File: src/rtl/mips_pkg.sv
// Shared constants for the multi-cycle MIPS control path: opcodes, functs,
// ALU control codes and the control FSM state encoding.
package mips_pkg;

  localparam logic [5:0] OP_RTYPE = 6'b000000;
  localparam logic [5:0] OP_LW    = 6'b100011;
  localparam logic [5:0] OP_SW    = 6'b101011;
  localparam logic [5:0] OP_BEQ   = 6'b000100;
  localparam logic [5:0] OP_J     = 6'b000010;
  localparam logic [5:0] OP_ADDI  = 6'b001000;

  localparam logic [5:0] FN_ADD = 6'b100000;
  localparam logic [5:0] FN_SUB = 6'b100010;
  localparam logic [5:0] FN_AND = 6'b100100;
  localparam logic [5:0] FN_OR  = 6'b100101;
  localparam logic [5:0] FN_SLT = 6'b101010;
  localparam logic [5:0] FN_SLL = 6'b000000;
  localparam logic [5:0] FN_JR  = 6'b001000;

  localparam logic [3:0] ALU_AND  = 4'b0000;
  localparam logic [3:0] ALU_OR   = 4'b0001;
  localparam logic [3:0] ALU_ADD  = 4'b0010;
  localparam logic [3:0] ALU_SUB  = 4'b0110;
  localparam logic [3:0] ALU_SLT  = 4'b0111;
  localparam logic [3:0] ALU_PASS = 4'b1000;
  localparam logic [3:0] ALU_SLL  = 4'b1111;

  localparam logic [3:0] ST_FETCH   = 4'd0;
  localparam logic [3:0] ST_DECODE  = 4'd1;
  localparam logic [3:0] ST_MEM_ADR = 4'd2;
  localparam logic [3:0] ST_MEM_RD  = 4'd3;
  localparam logic [3:0] ST_MEM_WB  = 4'd4;
  localparam logic [3:0] ST_MEM_WR  = 4'd5;
  localparam logic [3:0] ST_EXEC    = 4'd6;
  localparam logic [3:0] ST_ALU_WB  = 4'd7;
  localparam logic [3:0] ST_BRANCH  = 4'd8;
  localparam logic [3:0] ST_JUMP    = 4'd9;
  localparam logic [3:0] ST_ADDI_EX = 4'd10;
  localparam logic [3:0] ST_ADDI_WB = 4'd11;
  localparam logic [3:0] ST_JR      = 4'd12;

endpackage

File: src/rtl/alu_ctrl_decode.sv
// R-type funct decoder: maps funct to the ALU control code and flags jr and
// unsupported functs.
module alu_ctrl_decode
  import mips_pkg::*;
(
  input  logic [5:0] i_funct,
  output logic [3:0] o_alu_control,
  output logic       o_is_jr,
  output logic       o_legal
);

  always_comb begin
    o_alu_control = ALU_ADD;
    o_is_jr       = 1'b0;
    o_legal       = 1'b1;
    case (i_funct)
      FN_ADD: o_alu_control = ALU_ADD;
      FN_SUB: o_alu_control = ALU_SUB;
      FN_AND: o_alu_control = ALU_AND;
      FN_OR:  o_alu_control = ALU_OR;
      FN_SLT: o_alu_control = ALU_SLT;
      FN_SLL: o_alu_control = ALU_SLL;
      FN_JR: begin
        o_alu_control = ALU_PASS;
        o_is_jr       = 1'b1;
      end
      default: o_legal = 1'b0;
    endcase
  end

endmodule

File: src/rtl/mc_control_fsm.sv
// Main control FSM of the multi-cycle MIPS core: sequences fetch, decode,
// execute, memory and writeback, and counts retired instructions.
module mc_control_fsm
  import mips_pkg::*;
#(
  parameter int CNT_W = 32
) (
  input  logic             clk,
  input  logic             rst_n,
  input  logic [5:0]       opcode,
  input  logic [5:0]       funct,
  input  logic             zero,
  input  logic             mem_ready,
  output logic             mem_req,
  output logic             mem_write,
  output logic             i_or_d,
  output logic             ir_write,
  output logic             pc_en,
  output logic [1:0]       pc_source,
  output logic             alu_src_a,
  output logic [1:0]       alu_src_b,
  output logic [3:0]       alu_control,
  output logic             reg_write,
  output logic             reg_dst,
  output logic             mem_to_reg,
  output logic             illegal_op,
  output logic [CNT_W-1:0] instr_retired,
  output logic [3:0]       dbg_state
);

  // Memory handshake: mem_req stays high in FETCH/MEM_RD/MEM_WR until the
  // cycle mem_ready is seen; that cycle completes the access and the FSM
  // advances on the following clock edge. mem_ready is ignored elsewhere.

  logic [3:0]       r_state;
  logic [3:0]       w_next_state;
  logic [CNT_W-1:0] r_count;
  logic [3:0]       w_fn_alu;
  logic             w_fn_is_jr;
  logic             w_fn_legal;
  logic             w_retire;

  alu_ctrl_decode u_alu_ctrl_decode (
    .i_funct       (funct),
    .o_alu_control (w_fn_alu),
    .o_is_jr       (w_fn_is_jr),
    .o_legal       (w_fn_legal)
  );

  always_comb begin
    w_next_state = r_state;
    case (r_state)
      ST_FETCH:   if (mem_ready) w_next_state = ST_DECODE;
      ST_DECODE: begin
        case (opcode)
          OP_RTYPE: begin
            if (!w_fn_legal)     w_next_state = ST_FETCH;
            else if (w_fn_is_jr) w_next_state = ST_JR;
            else                 w_next_state = ST_EXEC;
          end
          OP_LW, OP_SW: w_next_state = ST_MEM_ADR;
          OP_BEQ:       w_next_state = ST_BRANCH;
          OP_J:         w_next_state = ST_JUMP;
          OP_ADDI:      w_next_state = ST_ADDI_EX;
          default:      w_next_state = ST_FETCH;
        endcase
      end
      // IR is stable until the next FETCH, so opcode still selects lw vs sw here.
      ST_MEM_ADR: w_next_state = (opcode == OP_SW) ? ST_MEM_WR : ST_MEM_RD;
      ST_MEM_RD:  if (mem_ready) w_next_state = ST_MEM_WB;
      ST_MEM_WR:  if (mem_ready) w_next_state = ST_FETCH;
      ST_EXEC:    w_next_state = ST_ALU_WB;
      ST_ADDI_EX: w_next_state = ST_ADDI_WB;
      default:    w_next_state = ST_FETCH;
    endcase
  end

  always_comb begin
    case (r_state)
      ST_MEM_WB, ST_ALU_WB, ST_BRANCH, ST_JUMP, ST_JR, ST_ADDI_WB: w_retire = 1'b1;
      ST_MEM_WR: w_retire = mem_ready;
      default:   w_retire = 1'b0;
    endcase
  end

  always_ff @(posedge clk or negedge rst_n) begin
    if (!rst_n) begin
      r_state <= ST_FETCH;
      r_count <= '0;
    end else begin
      r_state <= w_next_state;
      if (w_retire) r_count <= r_count + CNT_W'(1);
    end
  end

  always_comb begin
    mem_req     = 1'b0;
    mem_write   = 1'b0;
    i_or_d      = 1'b0;
    ir_write    = 1'b0;
    pc_en       = 1'b0;
    pc_source   = 2'b00;
    alu_src_a   = 1'b0;
    alu_src_b   = 2'b00;
    alu_control = ALU_ADD;
    reg_write   = 1'b0;
    reg_dst     = 1'b0;
    mem_to_reg  = 1'b0;
    illegal_op  = 1'b0;
    case (r_state)
      ST_FETCH: begin
        mem_req   = 1'b1;
        alu_src_b = 2'b01;
        ir_write  = mem_ready;
        pc_en     = mem_ready;
      end
      ST_DECODE: begin
        alu_src_b = 2'b11;
        case (opcode)
          OP_RTYPE:                              illegal_op = !w_fn_legal;
          OP_LW, OP_SW, OP_BEQ, OP_J, OP_ADDI:   illegal_op = 1'b0;
          default:                               illegal_op = 1'b1;
        endcase
      end
      ST_MEM_ADR, ST_ADDI_EX: begin
        alu_src_a = 1'b1;
        alu_src_b = 2'b10;
      end
      ST_MEM_RD: begin
        mem_req = 1'b1;
        i_or_d  = 1'b1;
      end
      ST_MEM_WB: begin
        reg_write  = 1'b1;
        mem_to_reg = 1'b1;
      end
      ST_MEM_WR: begin
        mem_req   = 1'b1;
        mem_write = 1'b1;
        i_or_d    = 1'b1;
      end
      ST_EXEC: begin
        alu_src_a   = 1'b1;
        alu_control = w_fn_alu;
      end
      ST_ALU_WB: begin
        reg_write = 1'b1;
        reg_dst   = 1'b1;
      end
      ST_BRANCH: begin
        alu_src_a   = 1'b1;
        alu_control = ALU_SUB;
        pc_source   = 2'b01;
        pc_en       = zero;
      end
      ST_JUMP: begin
        pc_source = 2'b10;
        pc_en     = 1'b1;
      end
      ST_JR: begin
        alu_src_a   = 1'b1;
        alu_control = ALU_PASS;
        pc_en       = 1'b1;
      end
      ST_ADDI_WB: reg_write = 1'b1;
      default: ;
    endcase
  end

  assign instr_retired = r_count;
  assign dbg_state     = r_state;

endmodule

File: config.mk
export PLATFORM = sky130hd
export DESIGN_NAME = mc_control_fsm
export DESIGN_NICKNAME = d
export VERILOG_FILES = /design/src/rtl/mips_pkg.sv /design/src/rtl/alu_ctrl_decode.sv /design/src/rtl/mc_control_fsm.sv
export SDC_FILE = /design/constraint.sdc
export NUM_CORES = 1
export LEC_CHECK = 0
export ABC_AREA = 0
export ABC_CLOCK_PERIOD_IN_PS = 3700
export CORE_MARGIN = 10
export CORE_UTILIZATION = 25
export CTS_CLUSTER_DIAMETER = 120
export DETAILED_ROUTE_END_ITERATION = 12
export DONT_BUFFER_PORTS = 1
export SYNTH_ARGS = -nofsm -noshare
export SYNTH_HDL_FRONTEND = slang
export SYNTH_SLANG_ARGS = --single-unit
File: constraint.sdc
create_clock -name clk -period 3.7 [get_ports clk]
set_input_delay 0.74 -clock clk [delete_from_list [all_inputs] [get_ports clk]]
set_output_delay 0.74 -clock clk [all_outputs]
set_load 0.02 [all_outputs]
Yosys cells after proc, flatten, opt, wreduce, memory -nomap -nowiden
Cells that the tools add are included.

storage, ports and cells
  register bits = 36
  logic and storage cells = 70
  output and inout bits = 54
  input bits = 16

operators by class
  $add $sub $neg = 1
  mux-type cells = 26
  equal/unequal tests = 26
  reductions and logical operators = 15

operators by type and width
  operator                                              count
  equality test 6 bit (second input constant)           7
  adder 32 x 1 -> 32 bit (second input constant)        1
  case mux 4 bit (7 select lines)                       1
  case mux 4 bit (6 select lines)                       1
  equality test 4 bit (second input constant)           5
  two-way mux 4 bit                                     5
  case mux 4 bit (5 select lines)                       1
  equality test 4 x 3 -> 1 bit (second input constant)  4
  equality test 6 x 4 -> 1 bit (second input constant)  2
  zero test 6 bit                                       2
  case mux 4 bit (3 select lines)                       1
  two-way mux 1 bit                                     11
  OR reduction 5 bit                                    2
  equality test 4 x 2 -> 1 bit (second input constant)  2
  OR reduction 2 bit                                    4
  OR reduction 7 bit                                    1
  equality test 6 x 2 -> 1 bit (second input constant)  1
  equality test 6 x 3 -> 1 bit (second input constant)  1
  != test 2 bit (second input constant)                 3
  case mux 2 bit (3 select lines)                       1
  OR reduction 3 bit                                    2
  OR reduction 6 bit                                    1
  equality test 4 x 1 -> 1 bit (second input constant)  1
  zero test 4 bit                                       1
  6 further kinds                                       7

Longest topological paths before layout
  depth in word-level cells = 6
  depth in mapped cells = 6

Hierarchy
A second synthesis with hierarchy kept.

second synthesis, totals
  cells, all modules = 265
  area, all modules = 2334.7 µm²

modules (own cells, without submodules)
  module           instances  cells each  seq. area each (µm²)  area an instance (µm²)
  mc_control_fsm   1          242         900.9                 2188.3
  alu_ctrl_decode  1          23          0.0                   146.4

Worst setup path after synthesis
No wires, ideal clock.

  kind = input -> output
  from = input funct[1]
  to = output alu_control[1]
  arrival = 2.227 ns
  stages = 5
  required time = 2.960 ns
  setup slack = 0.733 ns
  cells stage by stage = buf_2 -> or3_1 -> a2111oi_0 -> nand2b_1 -> a2bb2oi_1

on the way
  cells in the longest elaborated chain, start to end = 3
  elaborated cells between the ends (all ways) = 8

RTL lines
  element                                                     RTL line               source
  start, declared                                             mc_control_fsm.sv:11   input logic [5:0] funct,
  equality test 6 x 4 -> 1 bit, or another cell as far along  alu_ctrl_decode.sv:16  case (i_funct)
  case mux 4 bit (6 select lines) *                           alu_ctrl_decode.sv:16
  case mux 4 bit (3 select lines) *                           mc_control_fsm.sv:110  case (r_state)
  end, declared                                               mc_control_fsm.sv:22   output logic [3:0] alu_control,

Every way passes the cells marked *; elsewhere a longest branch is shown, timed or not.

Final worst setup path
Ends and elaborated chain as after synthesis.

==> qor.csv <==
stage,metric,value,unit
synth,synth.most_common_cell,dfrtp_1,
power_and_ir_drop,switching_share,0.292,
cts,cts_tree,yes,
critical_path,max_stage_delay,0.78,ns
synth,ys_warn_count,0,
critical_path,r2r-start,dbg_state[0]$_DFFE_PN0P_,
synth,yosys_most_used_dff,dfrtp_1,
final_layout,final_util,0.277,
grt,track_usage,0.0971,
power_and_ir_drop,p_per_area,311,nW/um^2
final_layout,nets,293,
run,drv_cap,0,
timing,skew,0.00536,ns
synth,seq_area_frac_synth,0.365,
timing,post-route-period-util,0.876,
cts,insertion_delay,0.29,ns
floorplanning,rows,36,
cts,cts_sinks,36,
timing,final.setup.tns,0,ns
synth,synth_area,2470,sq um
power_and_ir_drop,combPwrFrac,0.098,
synth,ys_ff_latch,36,
grt,antenna_found_initial,0,
critical_path,cp.required,2.96,ns
routing,vias,2138,
cts,htreeDepth,2,
floorplanning,start_util,0.255,
synth,synth.area.top_cells,"dfrtp_1 (37%), xnor2_1 (8.2%), nand4_1 (5.6%)",
power_and_ir_drop,ir_worst_vdd,106,uV
placement,dp_hpwl,5140,um
critical_path,path_buf_inv,0,
timing,tightestPinTransition,0.921,ns
routing,drc,0,
final_layout,n_antenna_cell,0,
synth,synthArstFlopShare,1.00,
timing,rsz0062_at_grt,no,
power_and_ir_drop,power_frac_clock,0.346,
cts,clock_path_buffers,2,
synth,synth_edf_count,0,
critical_path,path_delay_family,compound AO/OA/AOI/OAI gates,
critical_path,path_cells,"or3_1, a2111oi_0, nand2b_1, a2bb2oi_1",
synth,syn-num-nets,300,
synth,syn_inst,283,
synth,syn_avg_cell_area,8.72,sq um
floorplanning,chipWidth,119,um
grt,grt_max_degree,37,
floorplanning,coreArea,9680,sq um
cts,clk_pin_slew,0.07,ns
timing,relSlewSlack,0.386,
critical_path,crit_fanout,10,
floorplanning,dieHeight,119,um
routing,detail-route-antenna-nets,0,
final_layout,drive_above_1_share,0.0975,
synth,synth.top_cell.area_share,0.365,
cts,cts_setup_buffers,0,
power_and_ir_drop,switchingPower,0.244,mW
final_layout,area_growth,8.87,%
routing,drt_iter0_drc,156,
timing,final_hold_viol_count,0,
power_and_ir_drop,p_int,0.592,mW
synth,yosys-top-cells-count,"dfrtp_1 (36), xnor2_1 (23), nand4_1 (22), nor3_1 (22), nor2_1 (18)",
grt,overflow,0,
critical_path,crit_path_end_kind,output pin,
grt,grt_pass1_vias,2119,
routing,routed_wl,6890,um
cts,cts_buffers,5,
power_and_ir_drop,p_seq_frac,0.555,
grt,grt_pass1_wl,11600,um
timing,fin_crit,3.24,ns
critical_path,arrival,2.50,ns
critical_path,crit_path_start,funct[1],
routing,avgViaCountPerCell,5.21,
synth,synth_top_area_cell,dfrtp_1,
critical_path,slowest_stage,a2111oi_0,
worst_hold_path,hold_class,in2async,
cts,cts_resized,0,
critical_path,crit_path_start_kind,primary input,
timing,fmax,0.309,GHz
floorplanning,die-area,14200,sq um
power_and_ir_drop,cellLeakagePower,1.07,nW
placement,port_buffers,0,
floorplanning,ios,70,
routing,drt_pre_antenna_iters,4,
run_status,status,"complete, no violations",
cts,clock-root-buffer,clkbuf_8,
placement,routabilityCongestion,0.748,
timing,setup_viol,0,
critical_path,worstSetupPathType,in2out,
timing,finalMaxSlewViolations,0,
cts,cts-hold-fix-buffers,0,
synth,synth_cell_types,54,
final_layout,fill_cells,1047,
routing,post_drt_wl_per_cell,16.8,um
worst reg2reg max path, cell delays in order, from the launching register on:
cell	delay, ns
dfrtp_1	0.95
nand2b_1	0.37
and4_1	0.78
nand4_1	0.22
xnor2_1	0.19
through the flow:
step | setup WS [ns] | hold WS (ns) | instances | area (sq um) | power (mW)
after floorplan | 0.733 | 0.444 | 283 | 2470 | 0.538
after CTS | 0.435 | 0.124 | 410 | 2690 | 0.848
after detailed placement | 0.438 | 0.446 | 402 | 2590 | 0.555
after global routing | 0.317 | 0.116 | 410 | 2690 | 0.882
after global placement | 0.474 | 0.446 | 402 | 2590 | 0.554
final | 0.460 | 0.137 | 410 | 2690 | 0.837
power groups by stage:
stage | Clock (mW) | Sequential, mW | Combinational [mW]
floorplan | 0 | 0.456 | 0.0820
global placement | 0 | 0.473 | 0.0814
detailed placement | 0 | 0.474 | 0.0818
CTS | 0.300 | 0.466 | 0.0822
global route | 0.318 | 0.469 | 0.0945
finish | 0.290 | 0.465 | 0.0822
final timing paths:
path                                                  to  depth (start not counted)  slack (ns)
min                        instr_retired[28]$_DFFE_PN0P_                          0        0.14
max reg2reg                instr_retired[21]$_DFFE_PN0P_                          4        1.08
min reg2reg                instr_retired[31]$_DFFE_PN0P_                          1        0.62
max in group asynchronous       dbg_state[1]$_DFFE_PN0P_                          0        3.47
max                                       alu_control[1]                          4        0.46
min in group clk           instr_retired[31]$_DFFE_PN0P_                          1        0.62
layout by cell type (no fill, tap or decap), types with 5 or more instances in the layout:
cell	n
clkbuf_8	6
nor4_1	6
xor2_1	9
nand2b_1	5
nand3_1	14
nand4_1	22
nor2b_1	8
xnor2_1	23
buf_4	5
dfrtp_1	36
inv_1	8
o21ai_0	5
nor2_1	18
a21oi_1	9
nor3_1	22
nand2_1	15
and3_1	8
layer usage:
layer	up-vias	GRT usage	share of wire
met5	-	0	0
met4	0	0.0219	0.010
met3	8	0.0520	0.12
met2	78	0.152	0.46
met1	1022	0.116	0.41
li1	1030	-	-
sequential cells by signal, summed over array words and instances, names as in the netlist:
signal and cells:
dbg_state 4, instr_retired 32
cells by family (layout without fill, tap and decap cells):
| logic type | count (synthesis) | after routing | synth area share |
|---|---|---|---|
| compound gates | 35 | 35 | 0.100 |
| xor+xnor | 32 | 32 | 0.114 |
| fa+ha+maj | 2 | 2 | 0.00913 |
| buf+inv | 27 | 21 | 0.0436 |
| flops | 36 | 36 | 0.365 |
| mux | 3 | 3 | 0.0122 |
| simple gates | 148 | 148 | 0.356 |
final cells by class:
cell class	instances	area, sq um	area share
clock buffer	6	82.6	0.0307
clock inverter	2	10.0	0.00373
inverter	8	30.0	0.0112
multi-input combinational	220	1460	0.543
tap	133	166	0.0619
timing repair buffer	5	37.5	0.0140
sequential	36	901	0.335
Power figures use the tool's default switching activity.
